--- src/rtl/viterbi_mux_reg.sv ---
// Registered NUM_IN-way lane select with valid/ready output stage and sticky range error.
// Optional handshake counter port xfer_cnt is enabled by defining VITERBI_MUX_CNT_EN.
module viterbi_mux_reg #(
  parameter int unsigned WIDTH  = 2,
  parameter int unsigned NUM_IN = 4,
  parameter int unsigned SEL_W  = 2
) (
  input  logic                    clk,
  input  logic                    rst_n,
  input  logic [NUM_IN*WIDTH-1:0] in_bus,
  input  logic [SEL_W-1:0]        sel,
  input  logic                    in_valid,
  output logic                    in_ready,
  output logic [WIDTH-1:0]        out_data,
  output logic [SEL_W-1:0]        out_sel,
  output logic                    out_valid,
  input  logic                    out_ready,
  output logic                    sel_err,
  input  logic                    clr_err
`ifdef VITERBI_MUX_CNT_EN
  ,
  output logic [15:0]             xfer_cnt
`endif
);

  logic [WIDTH-1:0] lane_sel;
  logic             sel_hit;
  logic             accept;
  logic             pop;

  logic [WIDTH-1:0] data_q, data_d;
  logic [SEL_W-1:0] sel_q, sel_d;
  logic             valid_q, valid_d;
  logic             err_q, err_d;

  // Compare against each legal index so a non-power-of-two lane count never
  // indexes past the bus; no hit means sel is out of range.
  always_comb begin
    lane_sel = '0;
    sel_hit  = 1'b0;
    for (int unsigned k = 0; k < NUM_IN; k++) begin
      if (sel == SEL_W'(k)) begin
        lane_sel = in_bus[k*WIDTH +: WIDTH];
        sel_hit  = 1'b1;
      end
    end
  end

  assign in_ready = !valid_q || out_ready;
  assign accept   = in_valid && in_ready;
  assign pop      = valid_q && out_ready;

  always_comb begin
    data_d  = data_q;
    sel_d   = sel_q;
    valid_d = valid_q;
    err_d   = err_q;
    if (accept) begin
      data_d  = sel_hit ? lane_sel : '0;
      sel_d   = sel;
      valid_d = 1'b1;
    end else if (pop) begin
      valid_d = 1'b0;
    end
    if (clr_err) begin
      err_d = 1'b0;
    end
    if (accept && !sel_hit) begin
      err_d = 1'b1;
    end
  end

  always_ff @(posedge clk or negedge rst_n) begin
    if (!rst_n) begin
      data_q  <= '0;
      sel_q   <= '0;
      valid_q <= 1'b0;
      err_q   <= 1'b0;
    end else begin
      data_q  <= data_d;
      sel_q   <= sel_d;
      valid_q <= valid_d;
      err_q   <= err_d;
    end
  end

  assign out_data  = data_q;
  assign out_sel   = sel_q;
  assign out_valid = valid_q;
  assign sel_err   = err_q;

`ifdef VITERBI_MUX_CNT_EN
  logic [15:0] cnt_q, cnt_d;

  always_comb begin
    cnt_d = cnt_q;
    if (clr_err) begin
      cnt_d = '0;
    end else if (pop && (cnt_q != 16'hFFFF)) begin
      cnt_d = cnt_q + 16'd1;
    end
  end

  always_ff @(posedge clk or negedge rst_n) begin
    if (!rst_n) begin
      cnt_q <= '0;
    end else begin
      cnt_q <= cnt_d;
    end
  end

  assign xfer_cnt = cnt_q;
`endif

endmodule

--- config.mk ---
export PLATFORM = sky130hd
export DESIGN_NAME = viterbi_mux_reg
export DESIGN_NICKNAME = d
export VERILOG_FILES = /design/src/rtl/viterbi_mux_reg.sv
export SDC_FILE = /design/constraint.sdc
export NUM_CORES = 1
export LEC_CHECK = 0
export ABC_AREA = 1
export BUFFER_PORTS_ARGS = -buffer_cell sky130_fd_sc_hd__clkbuf_2
export CAP_MARGIN = 20
export CORE_AREA = 8 8 45 47
export DETAILED_ROUTE_END_ITERATION = 10
export DIE_AREA = 0 0 53 55
export HOLD_SLACK_MARGIN = 0.06
export MAX_ROUTING_LAYER = met4
export PLACE_DENSITY = 0.56
export SYNTH_ARGS = -nofsm -noshare
export SYNTH_HDL_FRONTEND = slang
export SYNTH_SLANG_ARGS = --single-unit
export TNS_END_PERCENT = 100
--- constraint.sdc ---
create_clock -name clk -period 1.1 [get_ports clk]
set_clock_uncertainty 0.2 [all_clocks]
set_input_delay 0.11 -clock clk [delete_from_list [all_inputs] [get_ports clk]]
set_output_delay 0.11 -clock clk [all_outputs]
set_load 0.03 [all_outputs]
* Yosys cells after proc, flatten, opt, wreduce, memory -nomap -nowiden
Cells that the tools add are included.
W data, S select, Z words.
** Operators by class
- Eq/ne operators :: 3
- Muxes and demuxes :: 13
- Reductions and logical operators :: 9
** Operators by type and width (count)
- $mux W2 :: 5
- $mux W1 :: 8
- $eq A2 B2 Y1 const B :: 2
- $reduce_bool A2 Y1 :: 2
- $logic_and A1 B1 Y1 :: 3
- $eq A2 B1 Y1 const B :: 1
- $logic_not A1 Y1 :: 2
- $logic_not A2 Y1 :: 1
- $logic_or A1 B1 Y1 :: 1
** Storage, ports and cells
- Flip-flop bits (word level) :: 6
- Input port bits :: 15
- Output and inout bits :: 7

* Depth between registers and ports, before layout
Gate-level depths: netlist of run 1.
- Depth in word-level cells :: 8
- Gate-level depth with buffers :: 6
- Depth with buffers taken out :: 6

* Worst setup path after synthesis of run 1
OpenSTA, ideal clock, no wires.
- Path type :: reg-to-reg
- Start :: register valid_q, in the netlist out_valid
- End :: register data_q[1], in the netlist out_data[1]
- Arrival time :: 1.006 ns
- Data required time :: 0.783 ns
- Slack :: -0.224 ns
- Cell stages (with the launch flop) :: 6
- Buffers on the path :: 0
- Clock period less this slack :: 1.324 ns
- Path through :: dfrtp_1 > nand2_2 > nand2_4 > nor2_2 > nand3_1 > nand2_1
** Between the ends
- Longest elaborated chain between the ends :: 3
** Ends and longest elaborated chain
- start: declaration :: line 33 : logic valid_q, valid_d;
- start signal: assignment :: line 82 : valid_q <= valid_d;
- $logic_not A1 Y1 :: line 49 : assign in_ready = !valid_q || out_ready;
- $logic_or A1 B1 Y1 :: line 49
- named net in_ready :: line 13 : output logic in_ready,
- $logic_and A1 B1 Y1 :: line 50 : assign accept = in_valid && in_ready;
- end signal: assignment :: line 80 : data_q <= data_d;
- end: declaration :: line 31 : logic [WIDTH-1:0] data_q, data_d;
The timed path passes the listed nets, and every way through them passes these cells.
A chain may end at the register's enable or synchronous reset.

* Final worst setup path of run 1
- Start :: register valid_q, in the netlist out_valid
- End :: register data_q[1], in the netlist out_data[1]
** Between the ends
- Longest elaborated chain between the ends :: 3
** Ends and longest elaborated chain (line)
- $logic_not A1 Y1 :: 49
- $logic_or A1 B1 Y1 :: 49
- $logic_and A1 B1 Y1 :: 50
No other way between the ends.

==> summary.md, run 1 <==
| Metric | Value |
|---|---|
| Total power density per cell area | `1200 mW/mm^2` |
| # DRC | `0` |
| CTS clk-pin slew, worst paths | `0.05 ns` |
| Register area | `151 sq um` |
| Hold Path Class | `in -> reg` |
| Reg2Reg Depth | `6` |
| Seq cells post-synth | `6` |
| Antenna cell count | `0` |
| CTS tree | `built` |
| Initial Utilization | `22.4%` |
| Mapped Nets | `57` |
| Row count | `14` |
| I/O Buffers | `21` |
| Failing checks | `hold timing, setup timing` |
| Sink Count | `6` |
| Area occupied by multi-input gates | `171 sq um` |
| RSZ-0062 raised after global routing | `true` |
| Layout cells sized above 1 | `49.4%` |
| Vias per std cell | `4.04` |
| Final Setup Violations | `6` |
| Skew-Pair Late Insertion Delay | `0.24 ns` |
| Fin crit share | `107%` |
| Placed cell areas | `442 sq um` |
| CTS H-tree depth | `1` |
| Worst setup path category | `reg -> reg` |
| Synth Warn # | `0` |
| WHS Endpoint | `out_data[0]` |
| Share of the yosys chip area belonging to registers | `48.4%` |
| # IOs | `22` |
| Final RePlAce weighted congestion | `0.660` |
| GRT Util Overall | `7.69%` |
| Leak pwr | `0.355 nW` |
| Status | `finished with violations` |
| Fillcell total | `141` |
| R2R Path End | `out_data[1]` |
| Max Slew Vio Count | `0` |
| Worst hold slack | `-0.0000260 ns` |
| Horiz. Die Dim | `53 microns` |
| Worst-case clock buffer depth | `2` |
| Syn avg cell area | `7.39 sq um` |
| Final Hold Viols | `1` |
| Final wirelength | `1040 microns` |
| HP Start | `in_bus[4]` |
| Distinct cells, synth | `12` |
| Max Cap Viol | `0` |
| CP Max Fanout | `5` |
| Area delta synth->final | `114%` |
| Slowest stage cell, crit path | `dfrtp_2` |
| Post-route cell area | `664 sq um` |
| Clock root buffer | `clkbuf_4` |
| First DRT Iteration DRCs | `3` |
| Post-DP HPWL | `729 microns` |
| Number of global-route vias before repair | `368` |
| Antenna violations before repair | `0` |
| Crit path capture type | `register` |
| Syn Inst Count | `42` |
| GRT overflow | `0` |
| Die Ht | `55 microns` |
| Top delay family on crit path | `flip-flops` |
| Routed len/inst | `10.9 microns` |
| First-pass detailed-route iteration total | `3` |
| Slew HR | `86.7%` |
| Worst Path Required | `1.08 ns` |
| Vias | `384` |
| Max IR drop VDD | `0.334 mV` |
| CP Launch Type | `register` |
| Worst slew pin tran | `0.199 ns` |
| Antenna Nets Post-Route | `0` |
| Final nets | `95` |
| Cells after DPL | `79` |
| Tmin final | `1.18 ns` |
| Max incr delay on CP | `0.41 ns` |
| Non-Filler Instances | `95` |
| Fmax | `0.851 GHz` |
| Bufs and invs on worst path | `1` |
| First-pass GRT wire length | `1600 microns` |
| Core area | `0.00138 sq mm` |
| R2R setup slack | `-0.08 ns` |
| Largest net degree at the start of global routing | `10` |
| Critical path, cell by cell | `nand2_4, buf_6, nand2_8, nor2_4, nand3_2, nand2_1` |
| Worst R2R Start | `out_valid` |
| CTS Buf Count | `3` |
| Post-Synthesis Cell Area | `310 sq um` |
| Final worst setup slack | `-0.0756 ns` |
| Hold path depth | `5` |
| Critical Path AT | `1.15 ns` |
| Total Die Area | `0.00292 sq mm` |
| Setup TNS Final | `-0.251 ns` |
[cells in the final DEF, fill, tap and decap left out, drive strengths merged]
cell,count
buf,11
inv,7
nor2,6
dlygate4sd3,6
dfrtp,6
clkbuf,19
nand2,16
nand3,4
o21ai,3
nand3b,1
[timing repair]
item                                    4_1_cts  5_1_grt
pin swaps                                     1        4
cloned                                        0        1
endpoints found under the hold margin        12       11
hold buffers                                  3        3
endpoints found under the setup margin        7       11
buffers inserted                              3        2
gates resized for setup                      13       11
[registers in the layout, summed over array words and instances, names as in the netlist]
signal	flops
out_data	2
out_sel	2
out_valid	1
sel_err	1
[worst register-to-register path: cells and delay by family (launching register included)]
kind | cells | cell delay (ns)
and+or+nand+nor | 5 | 0.36
DFF | 1 | 0.41
buffers and inverters | 1 | 0.13
[cells in the mapped netlist]
cell type / count / area share (%)
nand3b_1: 1 / 2.4
dfrtp_1: 6 / 48
nand2_4: 1 / 3.6
nor2_1: 5 / 6.0
nand2_1: 13 / 16
nand3_1: 4 / 6.5
o21ai_1: 2 / 3.2
inv_1: 4 / 4.8
o21ai_0: 1 / 1.6
nand2_2: 1 / 2.0
inv_2: 3 / 3.6
nor2_2: 1 / 2.0
[layer usage]
| layer | track usage [%] | up-vias | wire [microns] |
|---|---|---|---|
| li1 | - | 203 | - |
| met1 | 8.77 | 157 | 474 |
| met2 | 10.5 | 22 | 443 |
| met3 | 3.48 | 2 | 104 |
| met4 | 5.17 | 0 | 14 |
| met5 | - | - | 0 |
[power breakdown]
group	total [mW]	internal [mW]	switching, mW
Clock	0.216	0.137	0.0787
Sequential	0.274	0.249	0.0248
Combinational	0.310	0.162	0.148
[worst max-delay path by stage]
stage                     startpoint     endpoint  cells past startpoint
after floorplan            out_valid  out_data[0]                      5
after global placement     out_valid  out_data[1]                      5
after detailed placement   out_valid  out_data[1]                      5
after CTS                  out_valid     in_ready                      2
after global routing       out_valid  out_data[1]                      6
final                      out_valid  out_data[1]                      6
[area by class of cell]
class / count / area share [%]
clock buffers: 4 / 3.95
inverters: 7 / 3.95
flip-flops and latches: 6 / 22.8
repair buffers: 32 / 40.5
multi-input cells: 30 / 25.8
well taps: 16 / 3.01
[cell families after synthesis]
group                  Yosys count  synth area share (%)
AND/OR/NAND/NOR                 26                  38.3
buffers and inverters            7                  8.47
flip-flops                       6                  48.4
AO/OA/AOI/OAI                    3                  4.84
[stage by stage]
stage / worst slack, ns / total power, mW / utilization, %
after floorplan: -0.0636 / 0.380 / -
after global placement: 0.0774 / 0.455 / 31.9
after detailed placement: 0.0422 / 0.458 / 31.9
after CTS: -0.110 / 0.746 / 41.6
after global routing: -0.123 / 0.850 / 48.0
final: -0.0756 / 0.800 / 48.0
Power figures use the tool's default switching activity.
==> run 2, diff against run 1 <==
--- a/config.mk
+++ b/config.mk
@@ -8,9 +8,10 @@
 export ABC_AREA = 1
 export BUFFER_PORTS_ARGS = -buffer_cell sky130_fd_sc_hd__clkbuf_2
 export CAP_MARGIN = 20
-export CORE_AREA = 8 8 45 47
+export CORE_AREA = 2 2 39 41
+export CTS_CLUSTER_DIAMETER = 30
 export DETAILED_ROUTE_END_ITERATION = 10
-export DIE_AREA = 0 0 53 55
+export DIE_AREA = 0 0 41 43
 export HOLD_SLACK_MARGIN = 0.06
 export MAX_ROUTING_LAYER = met4
 export PLACE_DENSITY = 0.56
==> summary.md, run 2 (same netlist as run 1, synthesis figures left out) <==
| Metric | Value |
|---|---|
| P_int | `554 uW (+1.1%)` |
| # IOs | `22 (unchanged)` |
| Tmin final | `1.15 ns (-0.0249 ns)` |
| Vias per std cell | `3.92 (-3.1%)` |
| Initial Utilization | `22.4% (unchanged)` |
| Worst Path Required | `0.79 ns (-0.29 ns)` |
| CP Launch Type | `register` |
| Slowest stage cell, crit path | `dfrtp_2` |
| Final worst setup slack | `-0.0507 ns (+0.0249 ns)` |
| Final RePlAce weighted congestion | `0.635 (-3.8%)` |
| Cells after DPL | `79 (unchanged)` |
| Status | `finished with violations` |
| Worst-case clock buffer depth | `2 (unchanged)` |
| Clock power share | `27.4% (+0.4 points)` |
| # DRC | `0 (unchanged)` |
| Failing checks | `hold timing, setup timing` |
| CP Max Fanout | `2 (-3)` |
| Final Hold Viols | `1 (unchanged)` |
| Fin crit share | `105% (-2.3 points)` |
| Fmax | `0.869 GHz (+2.2%)` |
| Critical path, cell by cell | `nand2_4, buf_8` |
| Core area | `0.00138 sq mm (unchanged)` |
| Logic gate share of total power | `38.6% (-0.2 points)` |
| CTS tree | `built` |
| First DRT Iteration DRCs | `5 (+2)` |
| GRT overflow | `0 (unchanged)` |
| Row count | `14 (unchanged)` |
| Max Cap Viol | `0 (unchanged)` |
| Placed cell areas | `442 sq um (unchanged)` |
| Vias | `384 (unchanged)` |
| Final nets | `98 (+3.2%)` |
| Bufs and invs on worst path | `1 (unchanged)` |
| Worst slew pin tran | `0.131 ns (-0.0680 ns)` |
| Post-route cell area | `679 sq um (+2.3%)` |
| Largest net degree at the start of global routing | `10 (unchanged)` |
| Sw frac | `30.6% (-0.89 points)` |
| Number of global-route vias before repair | `335 (-9.0%)` |
| First-pass GRT wire length | `1230 microns (-23%)` |
| Leak pwr | `0.363 nW (+2.2%)` |
| Horiz. Die Dim | `41 microns (-23%)` |
| Crit path capture type | `primary output` |
| Psw | `244 uW (-3.0%)` |
| Critical Path AT | `0.84 ns (-0.31 ns)` |
| CTS H-tree depth | `1 (unchanged)` |
| Share of power burned in registers | `34.1% (about the same)` |
| Hold Path Class | `in -> reg` |
| CTS clk-pin slew, worst paths | `0.05 ns (about the same)` |
| Most common cell after layout, fill and taps aside | `clkbuf_2` |
| Total power density per cell area | `1170 mW/mm^2 (-2.4%)` |
| Max incr delay on CP | `0.41 ns (about the same)` |
| First-pass detailed-route iteration total | `4 (+1)` |
| Final wirelength | `787 microns (-24%)` |
| Routed len/inst | `8.03 microns (-26%)` |
| RSZ-0062 raised after global routing | `true` |
| Area delta synth->final | `119%` |
| Final Power | `798 uW (-0.20%)` |
| Clock root buffer | `clkbuf_4` |
| Die Ht | `43 microns (-22%)` |
| Slew HR | `91.2% (+4.5 points)` |
| Final Setup Violations | `6 (unchanged)` |
| Non-Filler Instances | `98 (+3.2%)` |
| I/O Buffers | `21 (unchanged)` |
| Worst setup path category | `reg -> out` |
| Max IR drop VDD | `0.430 mV (+29%)` |
| CTS Buf Count | `3 (unchanged)` |
| Antenna Nets Post-Route | `0 (unchanged)` |
| Total Die Area | `0.00176 sq mm (-40%)` |
| GRT Util Overall | `11.3% (+3.6 points)` |
| Sink Count | `6 (unchanged)` |
| Worst hold slack | `-0.00612 ns (-0.00609 ns)` |
| Antenna violations before repair | `0 (unchanged)` |
| Leading cell types in the layout, fill and taps excluded | `14 x clkbuf_2, 13 x nand2_1, 10 x dlygate4sd3_1` |
| Layout cells sized above 1 | `45.1% (-4.2 points)` |
| Skew-Pair Late Insertion Delay | `0.25 ns (about the same)` |
| Antenna cell count | `0 (unchanged)` |
| Max Slew Vio Count | `0 (unchanged)` |
| DP Worst Slack | `0.0738 ns (+0.0315 ns)` |
| Top delay family on crit path | `flip-flops` |
run 2: changes by cell type in the layout (fill, tap and decap cells not counted):
cell	change
buf_4	+2
clkbuf_4	-1
nor2_2	+1
buf_6	-1
nand2_4	-1
nor2_4	-1
nand3_1	+1
nand3_2	-1
dlygate4sd3_1	+4
run 2: layer usage:
layer | up-vias | track usage (%) | routed length (microns)
met2 | 23 | 15.0 | 360
met5 | - | - | 0
met3 | 2 | 3.14 | 82
met4 | 0 | 12.0 | 9
met1 | 147 | 12.1 | 334
li1 | 212 | - | -
run 2: final cells by class:
| type | count | area [sq um] |
|---|---|---|
| flip-flops and latches | 6 | 151 |
| fillers | 137 | 704 |
| multi-input cells | 29 | 150 |
| repair buffers | 36 | 305 |
| inverters | 7 | 26.3 |
| clock buffers | 4 | 26.3 |
| well taps | 16 | 20.0 |
run 2: per-stage QoR:
step	setup TNS (ns)	hold WS, ns	util (%)
global placement	0	-0.256	31.9
detailed placement	0	-0.257	31.9
global route	-0.526	0.0224	49.1
CTS	-0.280	-0.0131	46.5
floorplan	-0.210	-0.386	-
finish	-0.155	-0.00612	49.1
run 2: power by group through the flow:
stage,Combinational [mW],Sequential (mW),Clock [mW]
floorplan,0.0598,0.321,0
global placement,0.184,0.268,0
detailed placement,0.186,0.267,0
CTS,0.281,0.266,0.229
global route,0.335,0.275,0.247
finish,0.308,0.272,0.218
run 2: worst paths after layout:
| path | from | endpoint | slack, ns | cells after the start |
|---|---|---|---|---|
| worst max-delay path | out_valid | in_ready | -0.05 | 2 |
| worst min-delay path | in_bus[0] | out_data[0] | -0.006 | 5 |
| worst max register to register | out_valid | out_data[1] | -0.03 | 6 |
| worst min register to register | sel_err | sel_err | 0.32 | 2 |
| max in group asynchronous | rst_n | out_valid | 0.51 | 2 |
| min in group asynchronous | rst_n | out_data[1] | 0.03 | 2 |
run 2: repair_timing:
| item | CTS | global route |
|---|---|---|
| endpoints found under the setup margin | 7 | 11 |
| hold endpoints to repair | 12 | 7 |
| setup buffers | 4 | 1 |
| pin swaps | 2 | 1 |
| hold buffers | 9 | 1 |
| resized for setup | 13 | 9 |
run 2: worst reg2reg max path, cell delays in order (launching register included):
cell and delay [ns]:
dfrtp_2 0.41, nand2_4 0.07, buf_4 0.13, nand2_8 0.07, nor2_2 0.07, nand3_1 0.06, nand2_1 0.05
==> run 3, diff against run 2 <==
--- a/config.mk
+++ b/config.mk
@@ -14,7 +14,8 @@
 export DIE_AREA = 0 0 41 43
 export HOLD_SLACK_MARGIN = 0.06
 export MAX_ROUTING_LAYER = met4
-export PLACE_DENSITY = 0.56
+export PLACE_DENSITY = 0.57
+export SKIP_CTS_REPAIR_TIMING = 1
 export SYNTH_ARGS = -nofsm -noshare
 export SYNTH_HDL_FRONTEND = slang
 export SYNTH_SLANG_ARGS = --single-unit
==> constraint.sdc (replaced) <==
create_clock -name clk -period 0.9 [get_ports clk]
set_clock_uncertainty 0.2 [all_clocks]
set_input_delay 0.18 -clock clk [delete_from_list [all_inputs] [get_ports clk]]
set_output_delay 0.18 -clock clk [all_outputs]
set_load 0.03 [all_outputs]
==> summary.md, run 3 (same netlist as run 1, synthesis figures left out) <==
| Metric | Value |
|---|---|
| Status | `finished with violations` |
| Failing checks | `hold timing, setup timing` |
| Slew HR | `90.0% (-1.2 points)` |
| # DRC | `0 (unchanged)` |
| Top delay family on crit path | `flip-flops` |
| Antenna violations before repair | `0 (unchanged)` |
| Sw frac | `31.5% (+0.95 points)` |
| Vias per std cell | `4.06 (+3.5%)` |
| Total Die Area | `0.00176 sq mm (unchanged)` |
| Max Cap Viol | `0 (unchanged)` |
| Die Ht | `43 microns (unchanged)` |
| Clock power share | `30.1% (+2.7 points)` |
| Max incr delay on CP | `0.41 ns (about the same)` |
| Max IR drop VDD | `0.400 mV (-7.0%)` |
| Post-layout util | `39.6% (-9.5 points)` |
| Final Setup Violations | `12 (+6)` |
| Share of power burned in registers | `36.8% (+2.7 points)` |
| I/O Buffers | `21 (unchanged)` |
| Antenna cell count | `0 (unchanged)` |
| Fin crit share | `139%` |
| Routed len/inst | `8.57 microns (+6.7%)` |
| Largest net degree at the start of global routing | `10 (unchanged)` |
| Max Slew Vio Count | `0 (unchanged)` |
| Most common cell after layout, fill and taps aside | `clkbuf_2` |
| Post-DP HPWL | `578 microns` |
| Initial Utilization | `22.4% (unchanged)` |
| Row count | `14 (unchanged)` |
| Tmin final | `1.25 ns` |
| Fmax | `0.797 GHz` |
| Psw | `280 uW (+15%)` |
| Horiz. Die Dim | `41 microns (unchanged)` |
| Non-Filler Instances | `88 (-10%)` |
| CTS tree | `built` |
| CTS clk-pin slew, worst paths | `0.05 ns (about the same)` |
| Final RePlAce weighted congestion | `0.649 (+2.2%)` |
| Number of global-route vias before repair | `281 (-16%)` |
| P_int | `609 uW (+10%)` |
| CP Launch Type | `register` |
| Bufs and invs on worst path | `1 (unchanged)` |
| Worst setup path category | `reg -> out` |
| Logic gate share of total power | `33.1% (-5.5 points)` |
| Layout cells sized above 1 | `50.0% (+4.9 points)` |
| Worst Path Required | `0.52 ns (-0.27 ns)` |
| Clock root buffer | `clkbuf_4` |
| Sink Count | `6 (unchanged)` |
| Core area | `0.00138 sq mm (unchanged)` |
| CTS H-tree depth | `1 (unchanged)` |
| Final Hold Viols | `1 (unchanged)` |
| Crit path capture type | `primary output` |
| Area delta synth->final | `76.6%` |
| Critical path, cell by cell | `nand2_4, buf_6` |
| Slowest stage cell, crit path | `dfrtp_2` |
| GRT overflow | `0 (unchanged)` |
| Final nets | `88 (-10%)` |
| CP Max Fanout | `3 (+1)` |
| Final wirelength | `754 microns (-4.2%)` |
| Leak pwr | `0.312 nW (-14%)` |
| Worst slew pin tran | `0.150 ns (+0.0189 ns)` |
| Skew-Pair Late Insertion Delay | `0.24 ns (about the same)` |
| Fillcell total | `147 (+7.3%)` |
| RSZ-0062 raised after global routing | `true` |
| First DRT Iteration DRCs | `2 (-3)` |
| First-pass detailed-route iteration total | `2 (-2)` |
| # IOs | `22 (unchanged)` |
| GRT Util Overall | `9.09% (-2.2 points)` |
| Critical Path AT | `0.87 ns (+0.03 ns)` |
| Cells after DPL | `81 (+2.5%)` |
| Hold Path Class | `in -> reg` |
| Worst hold slack | `-0.108 ns (-0.102 ns)` |
| First-pass GRT wire length | `1050 microns (-15%)` |
| Antenna Nets Post-Route | `0 (unchanged)` |
| CTS Buf Count | `3 (unchanged)` |
| Leading cell types in the layout, fill and taps excluded | `14 x clkbuf_2, 13 x nand2_1, 6 x buf_6` |
| Vias | `357 (-7.0%)` |
| Final worst setup slack | `-0.354 ns (-0.303 ns)` |
| Total power density per cell area | `1620 mW/mm^2 (+38%)` |
| Worst-case clock buffer depth | `2 (unchanged)` |
run 3: worst paths after layout:
kind                               end        start  slack, ns  cells past startpoint
hold reg to reg            out_data[0]  out_data[0]       0.30                      2
max in group asynchronous    out_valid        rst_n       0.23                      2
min in group asynchronous   out_sel[0]        rst_n       0.11                      2
setup / recovery              in_ready    out_valid      -0.35                      2
setup reg to reg           out_data[1]    out_valid      -0.16                      5
hold / removal                 sel_err      clr_err      -0.11                      2
run 3: layout make-up:
class,count,area [sq um],area share [%]
Clock buffer,4,26.3,4.79
Inverter,7,26.3,4.79
Multi-Input combinational cell,29,141,25.8
Sequential cell,6,151,27.6
Tap cell,16,20.0,3.65
Timing Repair Buffer,26,183,33.3
run 3: routing by layer:
layer	wire (microns)	up-vias	GRT usage (%)
li1	-	187	-
met1	319	152	11.4
met2	353	18	11.9
met3	81	0	1.57
met4	0	0	8.00
met5	0	-	-
run 3: power by group through the flow:
stage	clock network [mW]	logic, mW	registers, mW
after floorplan	0	0.0731	0.392
after global placement	0	0.233	0.326
after detailed placement	0	0.234	0.327
after CTS	0.284	0.235	0.323
after global routing	0.301	0.325	0.331
final	0.268	0.295	0.327
run 3: per-stage QoR:
step	TNS, ns	cell area [sq um]	hold WS [ns]	total power, mW	setup slack, ns
2_1_floorplan	-1.30	317	-0.316	0.465	-0.264
3_3_place_gp	-0.780	457	-0.187	0.559	-0.150
3_5_place_dp	-0.866	457	-0.184	0.561	-0.167
4_1_cts	-2.85	483	-0.454	0.842	-0.441
5_1_grt	-3.09	548	-0.104	0.957	-0.405
6_report	-2.49	548	-0.108	0.890	-0.354
